File: src/rtl/mem_gpiox.sv
// mem_gpiox: memory-mapped GPIO with alt-function muxing, atomic DO updates and edge interrupts.
// Define MEM_GPIOX_IRQ_EN to build RISE_EN/FALL_EN/PEND, the warm-up counter and irq.
module mem_gpiox #(
   parameter int WIDTH       = 32,
   parameter int SYNC_STAGES = 2
) (
   input  logic             clk,
   input  logic             rst,
   input  logic             mem_valid,
   output logic             mem_ready,
   input  logic [31:0]      mem_addr,
   output logic [31:0]      mem_rdata,
   input  logic [31:0]      mem_wdata,
   input  logic [3:0]       mem_wstrb,
   output logic [WIDTH-1:0] gpio_oe,
   output logic [WIDTH-1:0] gpio_do,
   input  logic [WIDTH-1:0] gpio_di,
   input  logic [WIDTH-1:0] alt_oe,
   input  logic [WIDTH-1:0] alt_do,
   output logic [WIDTH-1:0] alt_di,
   output logic             irq
);
   logic [WIDTH-1:0] alt_en, oe, dout, sync_di, m, wd, do_nxt, rd;
   logic [SYNC_STAGES-1:0][WIDTH-1:0] sync;
   logic [31:0] bm;
   logic [3:0] off;
   logic acc, we;
   logic unused;
   assign unused  = &{1'b0, mem_addr[31:6], mem_addr[1:0]};
   assign acc     = mem_valid && !mem_ready;
   assign we      = acc && (mem_wstrb != 4'd0);
   assign off     = mem_addr[5:2];
   assign bm      = {{8{mem_wstrb[3]}}, {8{mem_wstrb[2]}}, {8{mem_wstrb[1]}}, {8{mem_wstrb[0]}}};
   assign m       = bm[WIDTH-1:0];
   assign wd      = mem_wdata[WIDTH-1:0] & m;
   assign sync_di = sync[SYNC_STAGES-1];
`ifdef MEM_GPIOX_IRQ_EN
   logic [WIDTH-1:0] rise_en, fall_en, pend, prev_di, edges;
   logic [2:0] warm;
   logic armed;
   // edges stay masked until the sync chain and prev_di hold post-reset samples
   assign armed = warm == 3'(SYNC_STAGES + 1);
   assign edges = armed ? (sync_di & ~prev_di & rise_en) | (~sync_di & prev_di & fall_en) : '0;
   always_ff @(posedge clk) begin
      if (rst) begin
         warm    <= '0;
         prev_di <= '0;
         rise_en <= '0;
         fall_en <= '0;
         pend    <= '0;
      end else begin
         warm    <= armed ? warm : warm + 3'd1;
         prev_di <= sync_di;
         if (we && off == 4'h7) rise_en <= (rise_en & ~m) | wd;
         if (we && off == 4'h8) fall_en <= (fall_en & ~m) | wd;
         pend <= (pend & ~((we && off == 4'h9) ? wd : '0)) | edges;
      end
   end
   assign irq = |pend;
`else
   logic [WIDTH-1:0] rise_en, fall_en, pend;
   assign rise_en = '0;
   assign fall_en = '0;
   assign pend    = '0;
   assign irq     = 1'b0;
`endif
   assign do_nxt = !we ? dout :
                   (off == 4'h2 || off == 4'h3) ? (dout & ~m) | wd :
                   off == 4'h4 ? dout | wd :
                   off == 4'h5 ? dout & ~wd :
                   off == 4'h6 ? dout ^ wd : dout;
   always_comb begin
      case (off)
         4'h0:                      rd = alt_en;
         4'h1:                      rd = oe;
         4'h2:                      rd = sync_di;
         4'h3, 4'h4, 4'h5, 4'h6:    rd = dout;
         4'h7:                      rd = rise_en;
         4'h8:                      rd = fall_en;
         4'h9:                      rd = pend;
         default:                   rd = '0;
      endcase
   end
   always_ff @(posedge clk) begin
      if (rst) begin
         mem_ready <= 1'b0;
         mem_rdata <= '0;
         sync      <= '0;
         alt_en    <= '0;
         oe        <= '0;
         dout      <= '0;
      end else begin
         mem_ready <= acc;
         mem_rdata <= acc ? 32'(rd) : 32'd0;
         sync      <= {sync[SYNC_STAGES-2:0], gpio_di};
         dout      <= do_nxt;
         if (we && off == 4'h0) alt_en <= (alt_en & ~m) | wd;
         if (we && off == 4'h1) oe <= (oe & ~m) | wd;
      end
   end
   assign gpio_oe = (alt_en & alt_oe) | (~alt_en & oe);
   assign gpio_do = (alt_en & alt_do) | (~alt_en & dout);
   assign alt_di  = alt_en & gpio_di;
endmodule

File: config.mk
export PLATFORM = sky130hd
export DESIGN_NAME = mem_gpiox
export DESIGN_NICKNAME = d
export VERILOG_FILES = /design/src/rtl/mem_gpiox.sv
export SDC_FILE = /design/constraint.sdc
export NUM_CORES = 1
export LEC_CHECK = 0
export ABC_CLOCK_PERIOD_IN_PS = 2350
export BUFFER_PORTS_ARGS = -buffer_cell sky130_fd_sc_hd__buf_4
export CAP_MARGIN = 0
export CORE_ASPECT_RATIO = 1.25
export CORE_MARGIN = 4
export CORE_UTILIZATION = 30
export CTS_CLUSTER_DIAMETER = 100
export DETAILED_ROUTE_END_ITERATION = 6
export GPL_ROUTABILITY_DRIVEN = 1
export HOLD_SLACK_MARGIN = 0.05
export PLACE_DENSITY = 0.5
export SYNTH_ARGS = -nofsm -noshare
export SYNTH_HDL_FRONTEND = slang
export SYNTH_SLANG_ARGS = --single-unit
File: constraint.sdc
create_clock -name clk -period 2.35 [get_ports clk]
set_input_delay 0.47 -clock clk [delete_from_list [all_inputs] [get_ports clk]]
set_output_delay 0.47 -clock clk [all_outputs]
set_load 0.005 [all_outputs]
==> results of run 1 <==
==> final cells by class <==
type | instances | area (sq um) | area share, %
Sequential cell | 193 | 3860 | 29.9
Clock buffer | 22 | 474 | 3.67
Tap cell | 412 | 515 | 3.99
Clock inverter | 6 | 155 | 1.20
Inverter | 32 | 120 | 0.929
Multi-Input combinational cell | 817 | 5420 | 41.9
Timing Repair Buffer | 308 | 2370 | 18.4
Antenna cell | 1 | 2.50 | 0.0194
==> worst paths after layout <==
path | start | end | slack [ns] | cells after the start
setup / recovery | mem_ready | flip-flop | 0.39 | 5
setup reg to reg | mem_ready | flip-flop | 0.39 | 5
hold reg to reg | sync[26] | sync_di[26] | 0.43 | 1
hold / removal | gpio_di[25] | sync[25] | 0.25 | 2
==> where the power goes <==
group          internal (mW)  leakage [nW]  total [mW]  switching (mW)
sequential              3.35          1.57        3.39          0.0395
combinational          0.437          3.53       0.909           0.472
clock                   1.95         0.308        3.21            1.26
total                   5.74          5.41        7.51            1.77
==> kinds of logic (layout without fill, tap and decap cells) <==
logic type                 after synthesis  in the layout  share of synthesized area, %
AOI/OAI and AO/OA                      295            295                          19.4
DFF                                    193            193                          40.0
muxes                                   64             64                          7.04
and+or+nand+nor                        393            393                          20.8
adders and majority gates               64             64                          8.28
buffers and inverters                  110            368                          4.45
other                                    1              2                        0.0388
==> through the flow <==
step	std cells	power, mW
detailed placement	1762	4.39
finish	1791	7.51
CTS	1790	7.61
global route	1791	7.85
global placement	1762	4.37
floorplan	1120	3.93
==> critical path, stage by stage (launching register included) <==
cell	delay (ns)
dfxtp_1	0.33
or3b_1	0.34
or4b_1	0.51
buf_4	0.18
o21bai_4	0.30
o32ai_1	0.16
==> cell usage in the layout (no fill, tap or decap), types with 2 or more instances in the layout <==
master,Yosys,layout
o211ai_1,24,24
a21oi_4,0,2
clkbuf_8,0,3
ha_1,64,64
nand2b_1,32,32
a21oi_1,98,96
buf_12,0,5
mux2_2,32,32
o21bai_4,4,4
nand2_1,152,152
a22oi_1,64,64
nand4b_1,4,4
buf_4,1,303
nand4_1,4,4
inv_1,32,32
clkbuf_16,0,17
and2_1,33,32
or2_2,32,32
clkbuf_1,62,2
mux2i_1,32,32
bufinv_16,0,5
nor2_1,38,38
and4_1,4,4
o32ai_1,32,32
o21ai_0,72,72
nor2b_1,83,82
dfxtp_1,193,193
==> metal layers <==
layer  part of all wire, %  vias to the layer above  track usage (%)
met5                 0.069                        -                0
met4                   1.2                        4             4.20
met3                   5.3                       21             3.90
met2                    49                      196             30.8
met1                    44                     4089             22.4
li1                      -                     4360                -
==> results.md, run 1 <==
* Synth unique cells at 34
* EDFF count, synth at 0
* Cts hold-fix bufs at 0
* Vias per inst at 4.84
* Most instantiated cells after synthesis: dfxtp_1 (193), nand2_1 (152), a21oi_1 (98)
* WL per Instance at 17.7 microns
* Clock Path Buffers at 2
* DRT Pass-1 Iters at 4
* RSZ-0062 raised after global routing: false
* Outcome: complete, no violations
* Final Wtd Congestion at 0.754
* Post-synth top flop: dfxtp_1
* Share of cells above drive strength 1 at 29.9%
* Maximum vdd drop at 0.000448 V
* Die X at 169 microns
* Synth area leader: dfxtp_1
* Fin. Hold Viols at 0
* Mapped Area at 0.00967 sq mm
* Part of the Yosys area used for sequential elements at 40.0%
* Layout area overhead at 33.7%
* Nets at 1600
* WHS at 0.246 ns
* CTS tree: built
* Post-CTS Resized at 0
* Syn_nets at 1351
* Initial DRC count at 426
* DP HPWL at 21700 microns
* Post-DRT Antenna Nets at 0
* Vias in the first global route at 8592
* Hold crit path type: in2reg
* CP Capture Type: flip-flop
* Antenna violations before repair at 3
* Crit Path Class: reg2reg
* IO Pins at 297
* Startpoint types: flip-flop
* Final setup TNS at 0 ns
* Chip height at 209 microns
* Relative slew slack at 50.0%
* Setup ws final at 0.390 ns
* Pin count of the biggest net entering global routing at 134
* GRT Overall Usage at 17.7%
* Final Core Density at 40.7%
* Final min period at 1.96 ns
* Yosys reg bits at 193
* Worst-Margin Slew at 0.750 ns
* Setup Skew at 0.0105 ns
* GR Overflow Total at 0
* # setup viols final at 0
* Row count at 73
* Worst skew pair latency at 0.44 ns
* Yosys top cell area share at 40.0%
* Layout fillers at 3273
* Cts bufs inserted at 17
* Clock sink count at 193
* H-Tree Depth at 4
* DIE AREA at 0.0352 sq mm
* Total Wirelength at 31700 microns
* Core box area at 0.0318 sq mm
* Initial core utilization at 30.4%
* Syn Inst Count at 1120
* DRC Markers at 0
* Clock Pin Slew Worst Setup and Hold Paths at 0.07 ns
* Port bufs at 267
* Cell with the most instances after synthesis: dfxtp_1
* Setup WS pre-CTS at 0.0404 ns
* Yosys warnings at 0
* Number of vias in the routed layout at 8670
* Max Slew Vio Count at 0
* Root buffer cell: clkbuf_16
* Power per cell area at 581 mW/mm^2
* Leakage at 5.41 nW
* Global-route wire length before repair at 49200 microns
* Asr flop ratio synth at 0%
* Synthesized area per cell at 8.63 sq um
* CP arrival at 2.26 ns
* CP required at 2.65 ns
* Finished Cell Area at 0.0129 sq mm
* DP Area at 0.0123 sq mm
* FMAX at 510 MHz
* Max-cap violations at 0
* Area contributors post-synth: dfxtp_1 (40%), ha_1 (8.3%), nand2_1 (5.9%)
* Tcrit/Tclk final at 83.4%
* Worst Path Max Fanout at 8
* Postcts setup bufs at 0
No activity file was read; power rests on OpenSTA's default activity.
==> run 2, diff against run 1 <==
--- a/config.mk
+++ b/config.mk
@@ -5,7 +5,7 @@
 export SDC_FILE = /design/constraint.sdc
 export NUM_CORES = 1
 export LEC_CHECK = 0
-export ABC_CLOCK_PERIOD_IN_PS = 2350
+export ABC_CLOCK_PERIOD_IN_PS = 1590
 export BUFFER_PORTS_ARGS = -buffer_cell sky130_fd_sc_hd__buf_4
 export CAP_MARGIN = 0
 export CORE_ASPECT_RATIO = 1.25
@@ -15,7 +15,7 @@
 export DETAILED_ROUTE_END_ITERATION = 6
 export GPL_ROUTABILITY_DRIVEN = 1
 export HOLD_SLACK_MARGIN = 0.05
-export PLACE_DENSITY = 0.5
+export PLACE_DENSITY = 0.52
 export SYNTH_ARGS = -nofsm -noshare
 export SYNTH_HDL_FRONTEND = slang
 export SYNTH_SLANG_ARGS = --single-unit
==> constraint.sdc (replaced) <==
create_clock -name clk -period 1.59 [get_ports clk]
set_input_delay 0.318 -clock clk [delete_from_list [all_inputs] [get_ports clk]]
set_output_delay 0.318 -clock clk [all_outputs]
set_load 0.005 [all_outputs]
==> run 2 against run 1 <==
  * The flow now finishes with violations (setup timing)
  * First-iteration DRC count grew 2.8%
  * Sequential power grew 47%
  * Utilization grew 4.2 points
  * Setup slack lost 0.61 ns
  * Non-clock buffer count grew 103
  * Count of clock-buffer cells in the layout shrank 4
  * Maximum frequency grew 8.2%
  * Design area grew 10%
  * Worst hold slack lost 0.17 ns
  * Cell count grew 5.9%
  * Sequential share of layout area shrank 1.8 points
  * Largest power group unchanged
==> results.md, run 2 (synthesis results as in run 1) <==
* Outcome: finished, violations left
* Failing checks: setup timing
* Final min period at 1.81 ns (-0.148 ns)
* Comb power frac at 14.9% (+2.8 points)
* Worst hold start: gpio_di[31]
* Tcrit/Tclk final at 114% (+31 points)
* CP arrival at 2.15 ns (-0.11 ns)
* Initial core utilization at 30.4% (unchanged)
* Clock power share at 39.0% (-3.7 points)
* Number of vias in the routed layout at 9102 (+5.0%)
* Reg2reg start: mem_ready
* Vias per inst at 4.80 (-0.88%)
* H-Tree Depth at 4 (unchanged)
* Int Pwr at 7.83 mW (+36%)
* FMAX at 552 MHz (+8.2%)
* Leakage at 6.08 nW (+12%)
* WL per Instance at 17.1 microns (-3.2%)
* Core box area at 0.0318 sq mm (unchanged)
* Cts bufs inserted at 17 (unchanged)
* Die X at 169 microns (unchanged)
* Hold path depth at 2 (unchanged)
* Final Core Density at 44.9% (+4.2 points)
* Max-cap violations at 0 (unchanged)
* # setup viols final at 32 (+32)
* Worst skew pair latency at 0.45 ns (about the same)
* Inst Count DP at 1825 (+3.6%)
* Non-Filler Instances at 1897 (+5.9%)
* Final Wtd Congestion at 0.785 (+4.2%)
* Final setup TNS at -6.60 ns (-6.60 ns)
* Startpoint types: flip-flop
* Relative slew slack at 62.5% (+13 points)
* Switching Share at 27.3% (+3.7 points)
* Maximum vdd drop at 0.000558 V (+24%)
* N_diodes at 0 (-1)
* Global-route wire length before repair at 50600 microns (+2.8%)
* Clock Path Buffers at 2 (unchanged)
* CP required at 1.93 ns (-0.72 ns)
* Layout area overhead at 47.6%
* Share of cells above drive strength 1 at 40.7% (+11 points)
* DP HPWL at 23000 microns (+6.0%)
* Layout fillers at 3151 (-3.7%)
* IO Pins at 297 (unchanged)
* Max Slew Vio Count at 0 (unchanged)
* PnR Total Power at 10.8 mW (+43%)
* Antenna violations before repair at 0 (-3)
* Setup Skew at 0.0136 ns (+0.00311 ns)
* Setup ws final at -0.222 ns (-0.612 ns)
* Pin count of the biggest net entering global routing at 51 (-62%)
* Initial DRC count at 438 (+2.8%)
* Commonest cells after routing, fill and taps aside: buf_4 (370), nand2_1 (151), dfxtp_1 (137)
* DIE AREA at 0.0352 sq mm (unchanged)
* Row count at 73 (unchanged)
* Worst-Margin Slew at 0.563 ns (-0.188 ns)
* RSZ-0062 raised after global routing: true
* GR Overflow Total at 0 (unchanged)
* Hold endpoint: sync[31]
* CP Capture Type: flip-flop
* Chip height at 209 microns (unchanged)
* Worst Path Max Fanout at 4 (-4)
* Cts hold-fix bufs at 0 (unchanged)
* Clock Pin Slew Worst Setup and Hold Paths at 0.08 ns (about the same)
* Fin. Hold Viols at 0 (unchanged)
* Vias in the first global route at 9155 (+6.6%)
* Port bufs at 267 (unchanged)
* Flop pwr share at 46.2% (+1.0 points)
* Post-DRT Antenna Nets at 0 (unchanged)
* Switching power at 2.93 mW (+66%)
* GRT Overall Usage at 18.1% (+0.40 points)
* CTS tree: built
* Total Wirelength at 32500 microns (+2.5%)
* Nets at 1703 (+6.4%)
* DRC Markers at 0 (unchanged)
* Root buffer cell: clkbuf_16
* Commonest non-fill, non-tap cell in the layout: buf_4
* R2R setup slack at -0.22 ns (-0.61 ns)
* Hold crit path type: in2reg
* Clock sink count at 193 (unchanged)
* Crit Path Class: reg2reg
* Power per cell area at 754 mW/mm^2 (+30%)
* R2R depth at 6 (+1)
* DRT Pass-1 Iters at 5 (+1)
==> run 2: cell count changes in the layout (fill, tap and decap cells not counted), sizes merged <==
cell    before  now
buf        308  411
clkinv       1    5
clkbuf      22   18
inv         32   41
diode        1    0
bufinv       5    0
==> run 2: layer usage <==
| layer | share of wire (%) | up-vias | GRT usage [%] |
|---|---|---|---|
| li1 | - | 4581 | - |
| met1 | 44 | 4302 | 23.3 |
| met2 | 49 | 197 | 31.2 |
| met3 | 4.8 | 22 | 3.71 |
| met4 | 1.3 | 0 | 4.23 |
| met5 | 0 | - | 0 |
==> run 2: power groups by stage <==
stage                     Clock (mW)  Combinational [mW]  Sequential (mW)
final                           4.19                1.60             4.97
after global routing            4.52                1.77             4.98
after CTS                       4.29                1.54             4.97
after detailed placement           0                1.47             5.12
after global placement             0                1.44             5.12
after floorplan                    0               0.700             5.11
==> run 2: area by class of cell <==
cell class	instances	area (sq um)	area share, %
clock inverter	14	118	0.824
timing repair buffer	411	3340	23.4
multi-input combinational	817	5730	40.2
inverter	32	120	0.842
clock buffer	18	439	3.08
tap	412	515	3.61
sequential	193	4010	28.1
==> run 2: timing repair <==
item | 4_1_cts | 5_1_grt
pin swaps | 3 | 4
resized for setup | 99 | 101
setup endpoints to repair | 72 | 130
setup buffers | 35 | 4
gates cloned | 0 | 1
==> run 2: worst max-delay path by stage <==
stage / slack (ns) / startpoint / endpoint / depth (start not counted)
final: -0.22 / mem_ready / flip-flop / 6
after global routing: -0.27 / mem_ready / flip-flop / 6
after CTS: -0.25 / mem_ready / flip-flop / 5
after detailed placement: -0.43 / mem_addr[5] / flip-flop / 6
after global placement: -0.41 / mem_addr[5] / flip-flop / 6
after floorplan: -0.09 / mem_addr[5] / flip-flop / 5
==> run 2: stage by stage <==
step / worst slack (ns) / area [sq um] / hold WS, ns
3_3_place_gp: -0.407 / 12800 / 0.416
2_1_floorplan: -0.0934 / 9680 / 0.414
4_1_cts: -0.246 / 13900 / 0.0594
3_5_place_dp: -0.426 / 12800 / 0.420
6_report: -0.222 / 14300 / 0.0803
5_1_grt: -0.269 / 14300 / 0.0712
==> run 2: worst max-delay path, cell delays in order (launching register included) <==
cell and delay, ns:
dfxtp_2 0.32, or3b_1 0.35, or4b_4 0.51, buf_6 0.15, o21bai_4 0.15, buf_6 0.15
o32ai_2 0.07
